### config.mk
export PLATFORM = sky130hd
export DESIGN_NAME = stack_prog_driver
export DESIGN_NICKNAME = d
export VERILOG_FILES = /design/src/rtl/stack_prog_driver.sv
export SDC_FILE = /design/constraint.sdc
export NUM_CORES = 1
export LEC_CHECK = 0
export BUFFER_PORTS_ARGS = -buffer_cell sky130_fd_sc_hd__buf_4
export CAP_MARGIN = 5
export CORE_AREA = 4 4 76 130
export CTS_CLUSTER_DIAMETER = 50
export DETAILED_ROUTE_END_ITERATION = 6
export DIE_AREA = 0 0 80 134
export GPL_TIMING_DRIVEN = 0
export HOLD_SLACK_MARGIN = 0.03
export PLACE_DENSITY = 0.62
export SLEW_MARGIN = 0
export SYNTH_ARGS = -nofsm -noshare
export SYNTH_HDL_FRONTEND = slang
export SYNTH_SLANG_ARGS = --single-unit
### constraint.sdc
create_clock -name clk -period 3 [get_ports clk]
set_input_delay 0.6 -clock clk [delete_from_list [all_inputs] [get_ports clk]]
set_output_delay 0.6 -clock clk [all_outputs]
set_load 0.03 [all_outputs]
### src/rtl/stack_prog_driver.sv
// stack_prog_driver: feeds queued host instructions to a stack_cpu over its
// 4-bit inbits port, keeping the CPU's opcode/operand fetch phase aligned.
// Optional capture of cpu_out after op 3/4 is enabled by defining
// STACK_DRV_CAPTURE_EN (adds cap_valid / cap_data).
//
// state | meaning
// RSTC  | CPU held in reset; 2 cycles after the start-up edge
// NOPF  | NOOP in the CPU opcode slot (never dispatches)
// NOPX  | NOOP in the CPU operand slot; dispatch point
// FETCH | popped opcode on cpu_bits, 1 cycle
// EXEC  | operand on cpu_bits for N cycles; last cycle is a dispatch point
module stack_prog_driver (
  input  logic       clk,
  input  logic       rst,
  input  logic       in_valid,
  input  logic [3:0] in_op,
  input  logic [3:0] in_arg,
  output logic       in_ready,
  output logic       cpu_rst,
  output logic [3:0] cpu_bits,
  output logic [1:0] cpu_mode,
  input  logic [7:0] cpu_out,
`ifdef STACK_DRV_CAPTURE_EN
  output logic       cap_valid,
  output logic [7:0] cap_data,
`endif
  output logic       busy,
  output logic [7:0] issued
);

  typedef enum logic [2:0] {RSTC, NOPF, NOPX, FETCH, EXEC} state_t;

  state_t      state_q, state_d;
  logic        rstc_cnt_q, rstc_cnt_d;
  logic [1:0]  exec_cnt_q, exec_cnt_d;
  logic        started_q, started_d;
  logic [7:0]  fifo_q [4];
  logic [7:0]  fifo_d [4];
  logic [1:0]  wr_ptr_q, wr_ptr_d, rd_ptr_q, rd_ptr_d;
  logic [2:0]  count_q, count_d;
  logic [3:0]  op_q, op_d, arg_q, arg_d;
  logic [7:0]  issued_q, issued_d;
  logic [3:0]  cpu_bits_q, cpu_bits_d;
  logic        push, pop, dispatch;
  logic [7:0]  head;

  // Remaining EXEC cycles after the first one, per opcode.
  function automatic logic [1:0] exec_len(input logic [3:0] op);
    case (op)
      4'h1, 4'h2, 4'h5, 4'h6, 4'h7, 4'h8: exec_len = 2'd1;
      4'h9, 4'hA:                         exec_len = 2'd2;
      default:                            exec_len = 2'd0;
    endcase
  endfunction

  assign head     = fifo_q[rd_ptr_q];
  assign push     = in_valid && in_ready;

  // State register plus all datapath flops.
  always_ff @(posedge clk or negedge rst) begin
    if (!rst) begin
      state_q    <= RSTC;
      rstc_cnt_q <= 1'b1;
      exec_cnt_q <= 2'd0;
      started_q  <= 1'b0;
      fifo_q     <= '{default: 8'h00};
      wr_ptr_q   <= 2'd0;
      rd_ptr_q   <= 2'd0;
      count_q    <= 3'd0;
      op_q       <= 4'd0;
      arg_q      <= 4'd0;
      issued_q   <= 8'd0;
      cpu_bits_q <= 4'd0;
    end else begin
      state_q    <= state_d;
      rstc_cnt_q <= rstc_cnt_d;
      exec_cnt_q <= exec_cnt_d;
      started_q  <= started_d;
      fifo_q     <= fifo_d;
      wr_ptr_q   <= wr_ptr_d;
      rd_ptr_q   <= rd_ptr_d;
      count_q    <= count_d;
      op_q       <= op_d;
      arg_q      <= arg_d;
      issued_q   <= issued_d;
      cpu_bits_q <= cpu_bits_d;
    end
  end

  // Next state; dispatch uses the registered count so a same-cycle push is not seen.
  always_comb begin
    state_d    = state_q;
    rstc_cnt_d = rstc_cnt_q;
    exec_cnt_d = exec_cnt_q;
    dispatch   = 1'b0;
    pop        = 1'b0;
    case (state_q)
      RSTC: begin
        if (started_q) begin
          if (rstc_cnt_q == 1'b0) dispatch = 1'b1;
          else                    rstc_cnt_d = rstc_cnt_q - 1'b1;
        end
      end
      NOPF:  state_d = NOPX;
      NOPX:  dispatch = 1'b1;
      FETCH: begin
        state_d    = EXEC;
        exec_cnt_d = exec_len(op_q);
      end
      EXEC: begin
        if (exec_cnt_q == 2'd0) dispatch = 1'b1;
        else                    exec_cnt_d = exec_cnt_q - 2'd1;
      end
      default: state_d = RSTC;
    endcase
    if (dispatch) begin
      if (count_q != 3'd0) begin
        pop     = 1'b1;
        state_d = FETCH;
      end else begin
        state_d = NOPF;
      end
    end
  end

  // FIFO bookkeeping, instruction latch and issue counter.
  always_comb begin
    started_d = 1'b1;
    fifo_d    = fifo_q;
    wr_ptr_d  = wr_ptr_q;
    rd_ptr_d  = rd_ptr_q;
    count_d   = count_q;
    op_d      = op_q;
    arg_d     = arg_q;
    issued_d  = issued_q;
    if (push) begin
      fifo_d[wr_ptr_q] = {in_op, in_arg};
      wr_ptr_d         = wr_ptr_q + 2'd1;
    end
    if (pop) begin
      rd_ptr_d      = rd_ptr_q + 2'd1;
      {op_d, arg_d} = head;
      issued_d      = issued_q + 8'd1;
    end
    case ({push, pop})
      2'b10:   count_d = count_q + 3'd1;
      2'b01:   count_d = count_q - 3'd1;
      default: count_d = count_q;
    endcase
  end

  // Outputs; cpu_bits is registered from the value belonging to the next state.
  always_comb begin
    case (state_d)
      FETCH:   cpu_bits_d = head[7:4];
      EXEC:    cpu_bits_d = arg_q;
      default: cpu_bits_d = 4'd0;
    endcase
    cpu_rst  = (state_q == RSTC);
    in_ready = started_q && (count_q != 3'd4);
    busy     = (count_q != 3'd0) || (state_q == FETCH) || (state_q == EXEC);
    cpu_mode = 2'b00;
    cpu_bits = cpu_bits_q;
    issued   = issued_q;
  end

`ifdef STACK_DRV_CAPTURE_EN
  logic       cap_fire;
  logic       cap_valid_q, cap_valid_d;
  logic [7:0] cap_data_q, cap_data_d;

  assign cap_fire = (state_q == EXEC) && (exec_cnt_q == 2'd0) &&
                    ((op_q == 4'd3) || (op_q == 4'd4));

  // Sample the CPU output at the edge that ends the final EXEC cycle of op 3/4.
  always_comb begin
    cap_valid_d = cap_fire;
    cap_data_d  = cap_fire ? cpu_out : cap_data_q;
    cap_valid   = cap_valid_q;
    cap_data    = cap_data_q;
  end

  // Capture registers.
  always_ff @(posedge clk or negedge rst) begin
    if (!rst) begin
      cap_valid_q <= 1'b0;
      cap_data_q  <= 8'h00;
    end else begin
      cap_valid_q <= cap_valid_d;
      cap_data_q  <= cap_data_d;
    end
  end
`else
  logic cpu_out_unused;
  assign cpu_out_unused = ^cpu_out;
`endif

endmodule
Yosys cells after proc, flatten, opt, wreduce, memory -nomap -nowiden
Memory sizes are Yosys's and may differ from the RTL's.
Cells that the tools add are included.
{"block": "op_classes", "mux": 20, "order_cmp": 3, "reduce_logical": 13, "eq_ne": 10, "bitwise_logic": 2, "addsub": 7}
{"operator": "32-bit bitwise mux", "count": 1}
{"operator": "8-bit 2-to-1 mux", "count": 3}
{"operator": "8-bit binary-select mux with 2-bit select", "count": 1}
{"operator": "8-bit demux with 2-bit select", "count": 1}
{"operator": "3-bit by 2-bit == test with 1-bit output (second input constant)", "count": 3}
{"operator": "3-bit one-hot mux with 3 select lines", "count": 1}
{"operator": "8-bit by 1-bit adder with 8-bit output (second input constant)", "count": 1}
{"operator": "4-bit one-hot mux with 2 select lines", "count": 1}
{"operator": "3-bit == test (second input constant)", "count": 2}
{"operator": "3-bit >= comparator (second input constant)", "count": 2}
{"operator": "1-bit 2-to-1 mux", "count": 6}
{"operator": "2-bit NOT with 3-bit output", "count": 2}
{"operator": "3-bit one-hot mux with 2 select lines", "count": 1}
{"operator": "2-bit by 1-bit adder with 2-bit output (second input constant)", "count": 2}
{"operator": "2-bit 2-to-1 mux", "count": 2}
{"operator": "2-bit one-hot mux with 2 select lines", "count": 1}
{"operator": "2-bit AND reduction", "count": 2}
{"operator": "2-bit nonzero test", "count": 2}
{"operator": "3-bit by 1-bit adder with 3-bit output (second input constant)", "count": 1}
{"operator": "3-bit by 1-bit == test with 1-bit output (second input constant)", "count": 1}
{"operator": "1-bit logical AND", "count": 3}
{"operator": "3-bit logical NOT", "count": 1}
{"operator": "3-bit by 1-bit < comparator with 1-bit output (second input constant)", "count": 1}
{"operator": "3-bit 2-to-1 mux", "count": 1}
{"operator": "other kinds (12)", "count": 13}
{"block": "word_totals", "memories": 1, "out_inout_bits": 17, "romBits": 32, "regBits": 66, "word_cells": 71, "inputBits": 19}
{"memory": "(name not given)", "words": 16, "width": 2, "read_ports": 1, "rd_clocked_by_memory_dff": 0, "wr": 0, "line_no": "49", "text": "case (op)"}

Longest topological paths before layout
Gate-level depths: netlist of the first run.
{"block": "logic_depth", "ltp_word": 6, "mapped_depth": 12, "depth_no_buf": 12}

Worst setup path after synthesis of the first run
OpenSTA, ideal clock, no wires.
{"block": "synth_timing", "path_kind": "register to register", "start": "register exec_cnt_q[0]", "end": "register count_q[2]", "path_buffers": 0, "period_less_slack_ns": 2.363, "arrival_time_ns": 2.283, "setup_time_ns": 0.079, "path_slack_ns": 0.637, "required_time_ns": 2.921, "stages_incl_launch_ff": 13, "path_cell_list": "dfrtp_1 -> inv_1 -> ha_1 -> nand2b_1 -> a221oi_4 -> nand2_4 -> inv_6 -> ha_1 -> inv_1 -> fa_1 -> xor2_1 -> nor2_1 -> xor2_1"}
{"block": "synth_between", "elab_chain_len": 6, "elab_cells_between_ends": 8, "classes_between": "eq/ne: 2; mux: 4; reduce/logical: 2"}
{"element": "start, declared", "line_no": "35", "text": "logic [1:0] exec_cnt_q, exec_cnt_d;"}
{"element": "start signal, assigned", "line_no": "77", "text": "exec_cnt_q <= exec_cnt_d;"}
{"element": "2-bit logical NOT *", "line_no": "111", "text": "if (exec_cnt_q == 2'd0) dispatch = 1'b1;"}
{"element": "1-bit 2-to-1 mux *", "line_no": "111"}
{"element": "1-bit one-hot mux with 3 select lines *", "line_no": "97", "text": "case (state_q)"}
{"element": "1-bit 2-to-1 mux *", "line_no": "116", "text": "if (dispatch) begin"}
{"element": "via pop", "line_no": "44", "text": "logic push, pop, dispatch;"}
{"element": "2-bit by 1-bit == test with 1-bit output / 2-bit == test (equally long branches)", "line_no": "145", "text": "case ({push, pop})"}
{"element": "3-bit one-hot mux with 2 select lines / 2-bit nonzero test (equally long branches)"}
{"element": "end signal, assigned", "line_no": "82", "text": "count_q <= count_d;"}
{"element": "end, declared", "line_no": "40", "text": "logic [2:0] count_q, count_d;"}
The timed path passes the listed nets; every way through them passes the cells marked *.
A chain may end at the register's enable or synchronous reset.

Worst setup path in the final report of the first run
Same ends and word-level chain as after synthesis.

==> impl_metrics.py, run 1 <==
metrics = {
    "run_status": {
        "outcome": "completed",
    },
    "floorplanning": {
        "rows": 45,
        "die_height_um": 134,
        "initial_utilization_pct": 34.4,
        "die_w_um": 80,
        "num_io_pins": 36,
        "coreArea_um2": 8780,
        "die_area_um2": 10700,
    },
    "cts": {
        "cts_root_buf": "clkbuf_16",
        "post_cts_buffers": 0,
        "clk_path_buf_depth": 2,
        "cts.htree.levels": 3,
        "cts_resized": 0,
        "cts.sink_count": 66,
        "cts_buffers": 9,
        "path_clk_slew_ns": 0.06,
        "cts_tree": "done",
        "cts_hold_buf": 0,
        "insertion_delay_ns": 0.33,
    },
    "routing": {
        "dr.pass1.iters": 4,
        "wl_um": 5460,
        "drcViolationCount": 0,
        "via_per_inst": 4.66,
        "ant_nets": 0,
        "avgRoutedWirePerCell_um": 14.2,
        "vias": 1790,
        "dr.first_iter.drc_count": 78,
    },
    "finish": {
        "area_delta_synth_final_pct": 22.1,
        "antennaDiodeCount": 0,
        "multiInputGateArea_um2": 1250,
        "drive_gt1_share_pct": 37.1,
        "final.fill_count": 882,
        "design_area_um2": 3690,
        "fin_nets": 290,
        "final-seq-area_um2": 1650,
    },
    "placement": {
        "dp_hpwl_um": 3770,
        "place_area_um2": 3360,
        "gp_congestion": 0.718,
        "port_buffers": 25,
    },
    "synthesis": {
        "synth_warnings": 0,
        "ys_async_sr_fraction_pct": 100,
        "syn_area_um2": 3020,
        "yosys-top-cells-area": "dfrtp_1, mux2_2, mux4_2",
        "yosys.cell_count.top_type": "dfrtp_1",
        "ys_seq_area_share_pct": 54.7,
        "netlist_top_cells_count": "dfrtp_1, mux2_2, o21ai_0, inv_1, nand3_1",
        "synthCells": 225,
        "synth_top_area_cell": "dfrtp_1",
        "synth_ff_type": "dfrtp_1",
        "synth.distinct_cells": 42,
        "syn_area_per_cell_um2": 13.4,
        "synth_edf_count": 0,
        "ys_ff_latch": 66,
        "yosysTopAreaCellShare_pct": 53.8,
    },
    "global_routing": {
        "grt_max_degree": 67,
        "antenna_found_initial": 0,
        "grt_pass1_vias": 1914,
        "grt_pass1_wl_um": 9420,
        "grt_remaining_overflow": 0,
        "grt_util_all_layers_pct": 11.7,
    },
    "setup_path": {
        "path_max_fanout": 10,
        "reg2reg_depth": 12,
        "startpoint_type": "register",
        "reg2reg_to": "count_q[2]",
        "cp_top_family": "adder cells",
        "worstSetupEndpoint": "count_q[2]",
        "crit_buf_inv": 3,
        "reg2reg_slack_ns": 0.38,
        "cp_slowest_stage_delay_ns": 0.47,
        "startpoint": "exec_cnt_q[0]",
        "path_depth": 12,
        "crit_arrival_ns": 2.87,
        "cp.required_ns": 3.25,
        "path_cells": "inv_1 > ha_1 > nand2b_1 > a221oi_4 > nand2_4 > inv_6 > ha_1 > inv_1 > fa_1 > xor2_1 > nor2_1 > xor2_1",
        "r2r-start": "exec_cnt_q[0]",
        "path_class": "register to register",
        "worstSetupEndpointType": "register",
        "slowest_stage": "a221oi_4",
    },
    "sta": {
        "setup_viol": 0,
        "slew_headroom_pct": 44.8,
        "setup-tns-final_ns": 0,
        "slew_viol_final": 0,
        "worst_pin_slew_ns": 0.828,
        "rsz0062_at_grt": "no",
        "finalCriticalPeriod_ns": 2.62,
        "hold_viol": 0,
        "skew_ns": 0.00802,
        "max_freq_mhz": 381,
        "min_period_over_period_pct": 87.5,
    },
    "power": {
        "p_leak_nw": 1.64,
        "power_density_nw_per_um2": 1200,
        "p_seq_share_pct": 35.2,
        "power.net_switching_mw": 1.51,
        "total_power_mw": 4.44,
        "peakVddDrop_mv": 0.371,
        "clkPwrFrac_pct": 25.8,
        "switching_share_pct": 33.9,
        "intPower_mw": 2.93,
        "comb_power_share_pct": 39.1,
    },
    "min_path": {
        "hold_class": "input port to async pin",
    },
    "flow_run": {
        "cap_violations": 0,
    },
}
==> how the worst min path moves through the flow <==
stage                 end  slack, ns  cells past startpoint
2_1_floorplan    arg_q[0]       0.30                      0
3_3_place_gp    issued[7]       0.47                      1
3_5_place_dp    issued[7]       0.47                      1
4_1_cts         issued[3]       0.41                      1
5_1_grt         issued[3]       0.46                      1
6_report       count_q[1]       0.37                      1
==> placed cells by master (no fill, tap or decap), types with 3 or more instances in the layout <==
master	count
dfrtp_1	65
clkbuf_16	9
mux2_2	32
buf_2	3
and3_1	3
nand3_1	11
mux4_2	8
nand2_1	6
nand2b_1	3
inv_1	16
nand4_1	4
conb_1	3
o21ai_0	17
xnor2_1	10
ha_1	8
buf_4	27
==> layout make-up <==
type                       count  area share, %
sequential                    66           44.8
tap                          117           3.96
multi-input combinational    134           33.8
inverter                      18           2.10
timing repair buffer          25           5.08
clock inverter                 4           2.00
buffer                         8           1.32
clock buffer                  12           6.95
==> kinds of logic (layout without fill, tap and decap cells) <==
group	after synthesis	in the layout	synth area share, %
buf+inv	26	67	4.18
other cells	2	3	0.248
simple gates	41	41	8.28
compound gates	26	26	5.79
flops	66	66	54.7
xor+xnor	13	13	4.01
fa+ha+maj	9	9	3.97
mux	42	42	18.9
==> through the flow <==
step                hold slack, ns  utilization, %  cells  worst slack (ns)
floorplan                    0.304               -    226             0.637
global placement             0.466            38.3    368             0.371
detailed placement           0.470            38.3    368             0.376
CTS                          0.409            42.0    384             0.343
global route                 0.458            42.0    384             0.118
finish                       0.374            42.0    384             0.375
==> sequential cells by signal, indices dropped and copies added, names as in the netlist, 2 cells and up <==
signal	flops
op_q	4
fifo_q	32
arg_q	4
state_q	3
count_q	3
issued	8
rd_ptr_q	2
cpu_bits	4
wr_ptr_q	2
exec_cnt_q	2
==> power by group through the flow <==
stage                     clock (mW)  combinational (mW)  sequential (mW)
after floorplan                    0                1.27             1.62
after global placement             0                1.73             1.56
after detailed placement           0                1.76             1.57
after CTS                       1.17                1.77             1.56
after global routing            1.22                1.93             1.62
final                           1.14                1.73             1.56
==> per-layer routing <==
metal / track usage, % / share of wire, %
met5: 0 / 0
met4: 7.61 / 2.8
met3: 2.55 / 2.6
met2: 20.2 / 55
met1: 12.5 / 40
Power figures use the tool's default switching activity.
==> run 2: changes to the inputs <==
Settings changed: PLACE_DENSITY 0.62 to unset, PLACE_DENSITY_LB_ADDON set to 0.1.
==> run 2 against run 1 <==
Clock-buffer cell count up 3. Power down 4.4%. Critical endpoint unchanged. Flip-flop and latch count unchanged. Clock skew down 0.0014 ns. Core utilization down 0.77 points. Sequential share of layout area up 0.83 points.
==> impl_metrics.py, run 2 (same netlist as run 1, synthesis figures left out) <==
metrics = {
    "finish": {
        "drive_gt1_share_pct": 35.6,
        "utilization_pct": 41.3,
        "antennaDiodeCount": 0,
        "area_delta_synth_final_pct": 19.9,
        "top_register": "fifo_q",
        "layout_common_cells": "dfrtp_1, mux2_2, buf_4",
        "fin_nets": 290,
        "design_area_um2": 3620,
        "largest_register_ff_count": 32,
        "final_common_cell": "dfrtp_1",
    },
    "routing": {
        "vias": 1821,
        "wl_um": 6000,
        "dr.first_iter.drc_count": 81,
        "avgRoutedWirePerCell_um": 15.6,
        "ant_nets": 0,
        "via_per_inst": 4.74,
        "drcViolationCount": 0,
        "dr.pass1.iters": 4,
    },
    "setup_path": {
        "crit_arrival_ns": 2.90,
        "path_class": "register to register",
        "slowest_stage": "a221oi_4",
        "cp.required_ns": 3.25,
        "startpoint_type": "register",
        "worstSetupEndpointType": "register",
        "cp_slowest_stage_delay_ns": 0.48,
        "path_max_fanout": 10,
        "path_cells": "inv_1 > ha_1 > nand2b_1 > a221oi_4 > nand2_4 > inv_6 > ha_1 > inv_1 > fa_1 > xor2_1 > nor2_1 > xor2_1",
    },
    "sta": {
        "setup_viol": 0,
        "finalCriticalPeriod_ns": 2.65,
        "setup-tns-final_ns": 0,
        "slew_headroom_pct": 42.1,
        "max_freq_mhz": 377,
        "rsz0062_at_grt": "no",
        "min_period_over_period_pct": 88.5,
        "fin_ws_ns": 0.346,
        "hold_viol": 0,
        "skew_ns": 0.00666,
        "worst_pin_slew_ns": 0.868,
        "slew_viol_final": 0,
    },
    "global_routing": {
        "use_met1_pct": 15.0,
        "grt_pass1_wl_um": 10300,
        "antenna_found_initial": 0,
        "grt_remaining_overflow": 0,
        "grt_util_all_layers_pct": 12.8,
        "grt_max_degree": 67,
        "met2_usage_pct": 21.5,
        "grt_pass1_vias": 1938,
        "busiest_layer": "met2",
        "gr-usage-met3_pct": 2.96,
    },
    "power": {
        "peakVddDrop_mv": 0.373,
        "p_leak_nw": 1.61,
        "total_power_mw": 4.24,
        "power_density_nw_per_um2": 1170,
    },
    "cts": {
        "cts_resized": 0,
        "cts.htree.levels": 3,
        "cts_root_buf": "clkbuf_16",
        "cts_buffers": 9,
        "cts.sink_count": 66,
        "path_clk_slew_ns": 0.05,
        "post_cts_buffers": 0,
        "cts_hold_buf": 0,
        "insertion_delay_ns": 0.32,
        "cts_tree": "done",
        "clk_path_buf_depth": 2,
    },
    "floorplanning": {
        "die_area_um2": 10700,
        "die_height_um": 134,
        "die_w_um": 80,
        "rows": 45,
        "coreArea_um2": 8780,
        "num_io_pins": 36,
        "initial_utilization_pct": 34.4,
    },
    "flow_run": {
        "cap_violations": 0,
    },
    "placement": {
        "dp_hpwl_um": 4090,
        "dp_slack_ns": 0.292,
        "gp_congestion": 0.666,
        "place_area_um2": 3360,
        "port_buffers": 25,
    },
    "min_path": {
        "hold_class": "input port to async pin",
    },
    "run_status": {
        "outcome": "completed",
    },
}
-- run 2: cell types whose count changed in the layout (fill, tap and decap cells not counted), sizes merged --
| cell | previous run | this run |
|---|---|---|
| clkinv | 3 | 2 |
| clkbuf | 13 | 16 |
| bufinv | 2 | 0 |
-- run 2: worst paths after layout --
kind / from / end / slack [ns] / cells after the start
worst max-delay path: exec_cnt_q[0] / count_q[2] / 0.35 / 12
worst min-delay path: rst / issued[3] / 0.38 / 1
worst max register to register: exec_cnt_q[0] / count_q[2] / 0.35 / 12
worst min register to register: issued[7] / issued[7] / 0.47 / 1
max in group asynchronous: rst / fifo_q[13] / 2.04 / 1
min in group clk: issued[7] / issued[7] / 0.47 / 1
-- run 2: stage by stage --
stage | hold slack [ns] | std cells
2_1_floorplan | 0.304 | 226
3_3_place_gp | 0.464 | 368
3_5_place_dp | 0.471 | 368
4_1_cts | 0.427 | 384
5_1_grt | 0.468 | 384
6_report | 0.379 | 384
-- run 2: final cells by class --
class,count,area (µm²)
inverters,18,77.6
clock inverters,1,5.00
multi-input cells,134,1250
fillers,880,5160
repair buffers,25,188
clock buffers,15,258
well taps,117,146
plain buffers,8,48.8
flip-flops and latches,66,1650
-- run 2: worst max-delay path, delay by kind of cell, from the launching register on --
family | cells | cell delay [ns]
adders and majority gates | 3 | 0.77
and+or+nand+nor | 3 | 0.38
buffers and inverters | 3 | 0.25
AOI/OAI and AO/OA | 1 | 0.48
xor gates and xnor gates | 2 | 0.31
DFF | 1 | 0.39
-- run 2: power by group --
part           switching [mW]  internal (mW)
Clock                   0.351          0.581
Sequential              0.259           1.31
Combinational           0.889          0.852
Total                    1.50           2.74
-- run 2: metal layers --
layer | up-vias | share of wire (%)
li1 | 863 | -
met1 | 925 | 39
met2 | 22 | 56
met3 | 11 | 3.2
met4 | 0 | 2.1
met5 | - | 0
==> run 3: changes to the inputs <==
--- a/config.mk
+++ b/config.mk
@@ -7,8 +7,9 @@
 export LEC_CHECK = 0
+export ABC_AREA = 1
 export BUFFER_PORTS_ARGS = -buffer_cell sky130_fd_sc_hd__buf_4
 export CAP_MARGIN = 5
-export CORE_AREA = 4 4 76 130
+export CORE_AREA = 4 4 78 135
 export CTS_CLUSTER_DIAMETER = 50
 export DETAILED_ROUTE_END_ITERATION = 6
-export DIE_AREA = 0 0 80 134
+export DIE_AREA = 0 0 82 139
 export GPL_TIMING_DRIVEN = 0
==> constraint.sdc (replaced) <==
create_clock -name clk -period 3 [get_ports clk]
set_input_delay 0.9 -clock clk [delete_from_list [all_inputs] [get_ports clk]]
set_output_delay 0.9 -clock clk [all_outputs]
set_load 0.03 [all_outputs]
==> run 3 against run 2 <==
Synthesized cell count increased by 84%. Clock-buffer cell count decreased by 4. Clock power decreased by 2.8%. Sequential power decreased by 4%. Design area increased by 5.9%. Die area increased by 6.3%. Synthesized area increased by 7.4%. Cell count increased by 49%. Power increased by 0.17%. Routed wire length increased by 23%. Critical endpoint is now busy. Largest cell class unchanged. Highest routed layer unchanged.
==> impl_metrics.py, run 3 <==
metrics = {
    "run_status": {
        "outcome": "completed",
    },
    "synthesis": {
        "ys_seq_area_share_pct": 50.9,
        "yosysTopAreaCellShare_pct": 50.1,
        "yosys.cell_count.top_type": "nand2_1",
        "synth_warnings": 0,
        "synth.distinct_cells": 27,
        "synth_edf_count": 0,
        "synthCells": 413,
        "ys_async_sr_fraction_pct": 100,
        "syn_area_per_cell_um2": 7.86,
        "syn_area_um2": 3250,
        "yosys-top-cells-area": "dfrtp_1, nand2_1, o21ai_0",
        "synth_top_area_cell": "dfrtp_1",
        "synth_ff_type": "dfrtp_1",
        "netlist_top_cells_count": "nand2_1, dfrtp_1, inv_1, nor2_1, o21ai_0",
        "ys_ff_latch": 66,
    },
    "power": {
        "power.net_switching_mw": 1.73,
        "power_density_nw_per_um2": 1110,
        "clkPwrFrac_pct": 21.3,
        "intPower_mw": 2.52,
        "peakVddDrop_mv": 0.404,
        "p_seq_share_pct": 35.5,
        "switching_share_pct": 40.8,
        "comb_power_share_pct": 43.2,
        "p_leak_nw": 2.03,
    },
    "sta": {
        "hold_viol": 0,
        "slew_headroom_pct": 43.5,
        "setup-tns-final_ns": 0,
        "min_period_over_period_pct": 87.8,
        "max_freq_mhz": 380,
        "worst_pin_slew_ns": 0.848,
        "whs_ns": 0.447,
        "skew_ns": 0.00900,
        "setup_viol": 0,
        "slew_viol_final": 0,
        "rsz0062_at_grt": "no",
        "finalCriticalPeriod_ns": 2.63,
    },
    "cts": {
        "cts.sink_count": 66,
        "cts_tree": "done",
        "cts_buffers": 9,
        "cts_resized": 0,
        "clk_path_buf_depth": 2,
        "path_clk_slew_ns": 0.05,
        "cts_hold_buf": 0,
        "cts_root_buf": "clkbuf_16",
        "insertion_delay_ns": 0.33,
        "cts.htree.levels": 3,
        "post_cts_buffers": 0,
    },
    "global_routing": {
        "grt_pass1_vias": 2629,
        "antenna_found_initial": 0,
        "grt_remaining_overflow": 0,
        "grt_util_all_layers_pct": 14.4,
        "grt_pass1_wl_um": 12600,
        "grt_max_degree": 67,
    },
    "finish": {
        "fin_nets": 478,
        "layout_common_cells": "nand2_1, dfrtp_1, inv_1",
        "final_common_cell": "nand2_1",
        "area_delta_synth_final_pct": 18.2,
        "multiInputGateArea_um2": 1320,
        "final-seq-area_um2": 1650,
        "top_register": "fifo_q",
        "antennaDiodeCount": 0,
        "drive_gt1_share_pct": 12.4,
        "largest_register_ff_count": 32,
        "final.fill_count": 1009,
    },
    "flow_run": {
        "cap_violations": 0,
    },
    "setup_path": {
        "crit_arrival_ns": 1.73,
        "cp.required_ns": 2.10,
        "r2r-start": "state_q[0]",
        "cp_slowest_stage_delay_ns": 0.38,
        "path_class": "register to output pin",
        "path_cells": "inv_1 > nand3_1 > buf_4 > buf_4 > nand3b_1 > buf_4",
        "reg2reg_depth": 12,
        "slowest_stage": "dfrtp_1",
        "cp_top_family": "buffers and inverters",
        "reg2reg_to": "count_q[2]",
        "startpoint_type": "register",
        "crit_path_frequent_cell": "buf_4",
        "crit_buf_inv": 4,
        "path_depth": 6,
        "path_max_fanout": 10,
        "worstSetupEndpointType": "output pin",
        "reg2reg_slack_ns": 0.68,
    },
    "min_path": {
        "min_from": "rstc_cnt_q",
        "hold_class": "register to register",
        "holdPathStages": 2,
        "hold_end": "rstc_cnt_q",
    },
    "floorplanning": {
        "initial_utilization_pct": 34.5,
        "die_w_um": 82,
        "die_height_um": 139,
        "num_io_pins": 36,
        "rows": 47,
        "coreArea_um2": 9410,
        "die_area_um2": 11400,
    },
    "placement": {
        "dp_hpwl_um": 5390,
        "gp_congestion": 0.785,
        "port_buffers": 25,
    },
    "routing": {
        "via_per_inst": 4.47,
        "vias": 2560,
        "avgRoutedWirePerCell_um": 12.8,
        "wl_met2_um": 3920,
        "wl_met1_um": 3100,
        "dr.pass1.iters": 4,
        "dr.first_iter.drc_count": 99,
        "top_layer": "met4",
        "wl_um": 7360,
        "met3_length_um": 186,
        "ant_nets": 0,
        "drcViolationCount": 0,
    },
}
==> run 3: cell count changes in the layout (fill, tap and decap cells not counted), sizes merged, moves of 22 or more <==
cell	delta
nor2	+36
o21ai	+22
inv	+29
mux2	-34
nand2	+136
nand3	+22
==> run 3: power by group through the flow <==
stage | combinational, mW | clock (mW) | sequential (mW)
after global routing | 2.16 | 0.964 | 1.56
after detailed placement | 1.89 | 0 | 1.52
after CTS | 1.89 | 0.934 | 1.51
after global placement | 1.86 | 0 | 1.51
final | 1.84 | 0.907 | 1.51
after floorplan | 1.32 | 0 | 1.55
==> run 3: kinds of logic after synthesis <==
group,synth area share [%]
AND/OR/NAND/NOR,28.5
flip-flops,50.9
buffers and inverters,8.63
AO/OA/AOI/OAI,6.47
adder cells (fa/ha/maj),3.70
XOR/XNOR,1.62
other,0.231
==> run 3: final cells by class <==
class	instances	share of cell area, %
flip-flops and latches	66	43.0
multi-input cells	285	34.3
clock buffers	11	6.32
repair buffers	25	4.89
inverters	46	4.50
well taps	122	3.98
plain buffers	17	2.80
clock inverters	1	0.130
==> run 3: metrics by stage <==
| stage | power (mW) | cells | util, % | setup slack [ns] | instance area [µm²] |
|---|---|---|---|---|---|
| floorplan | 2.86 | 414 | - | 0.731 | 3250 |
| global placement | 3.37 | 561 | 38.2 | 0.670 | 3590 |
| detailed placement | 3.40 | 561 | 38.2 | 0.664 | 3590 |
| CTS | 4.33 | 573 | 40.8 | 0.320 | 3840 |
| global route | 4.68 | 573 | 40.8 | 0.228 | 3840 |
| finish | 4.25 | 573 | 40.8 | 0.366 | 3840 |
==> run 3: worst max-delay path by stage <==
stage / to / startpoint
floorplan: count_q[1] / count_q[0]
global placement: count_q[2] / state_q[0]
detailed placement: count_q[2] / state_q[0]
CTS: busy / count_q[0]
global route: busy / count_q[0]
finish: busy / count_q[0]
==> run 3: per-layer routing <==
metal	track usage [%]	up-vias
li1	-	1351
met1	16.3	1175
met2	25.2	23
met3	2.93	11
met4	6.30	0
met5	0	-
==> run 3: worst register-to-register path, stage by stage (launching register included) <==
cell and delay [ns]:
dfrtp_1 0.42, nor2_2 0.22, nand3_1 0.11, nand3_1 0.12, nand2_1 0.07, buf_2 0.19, inv_1 0.08, ha_1 0.13
inv_1 0.06, fa_1 0.37, a21oi_1 0.14, o21ai_0 0.12, xor2_1 0.16
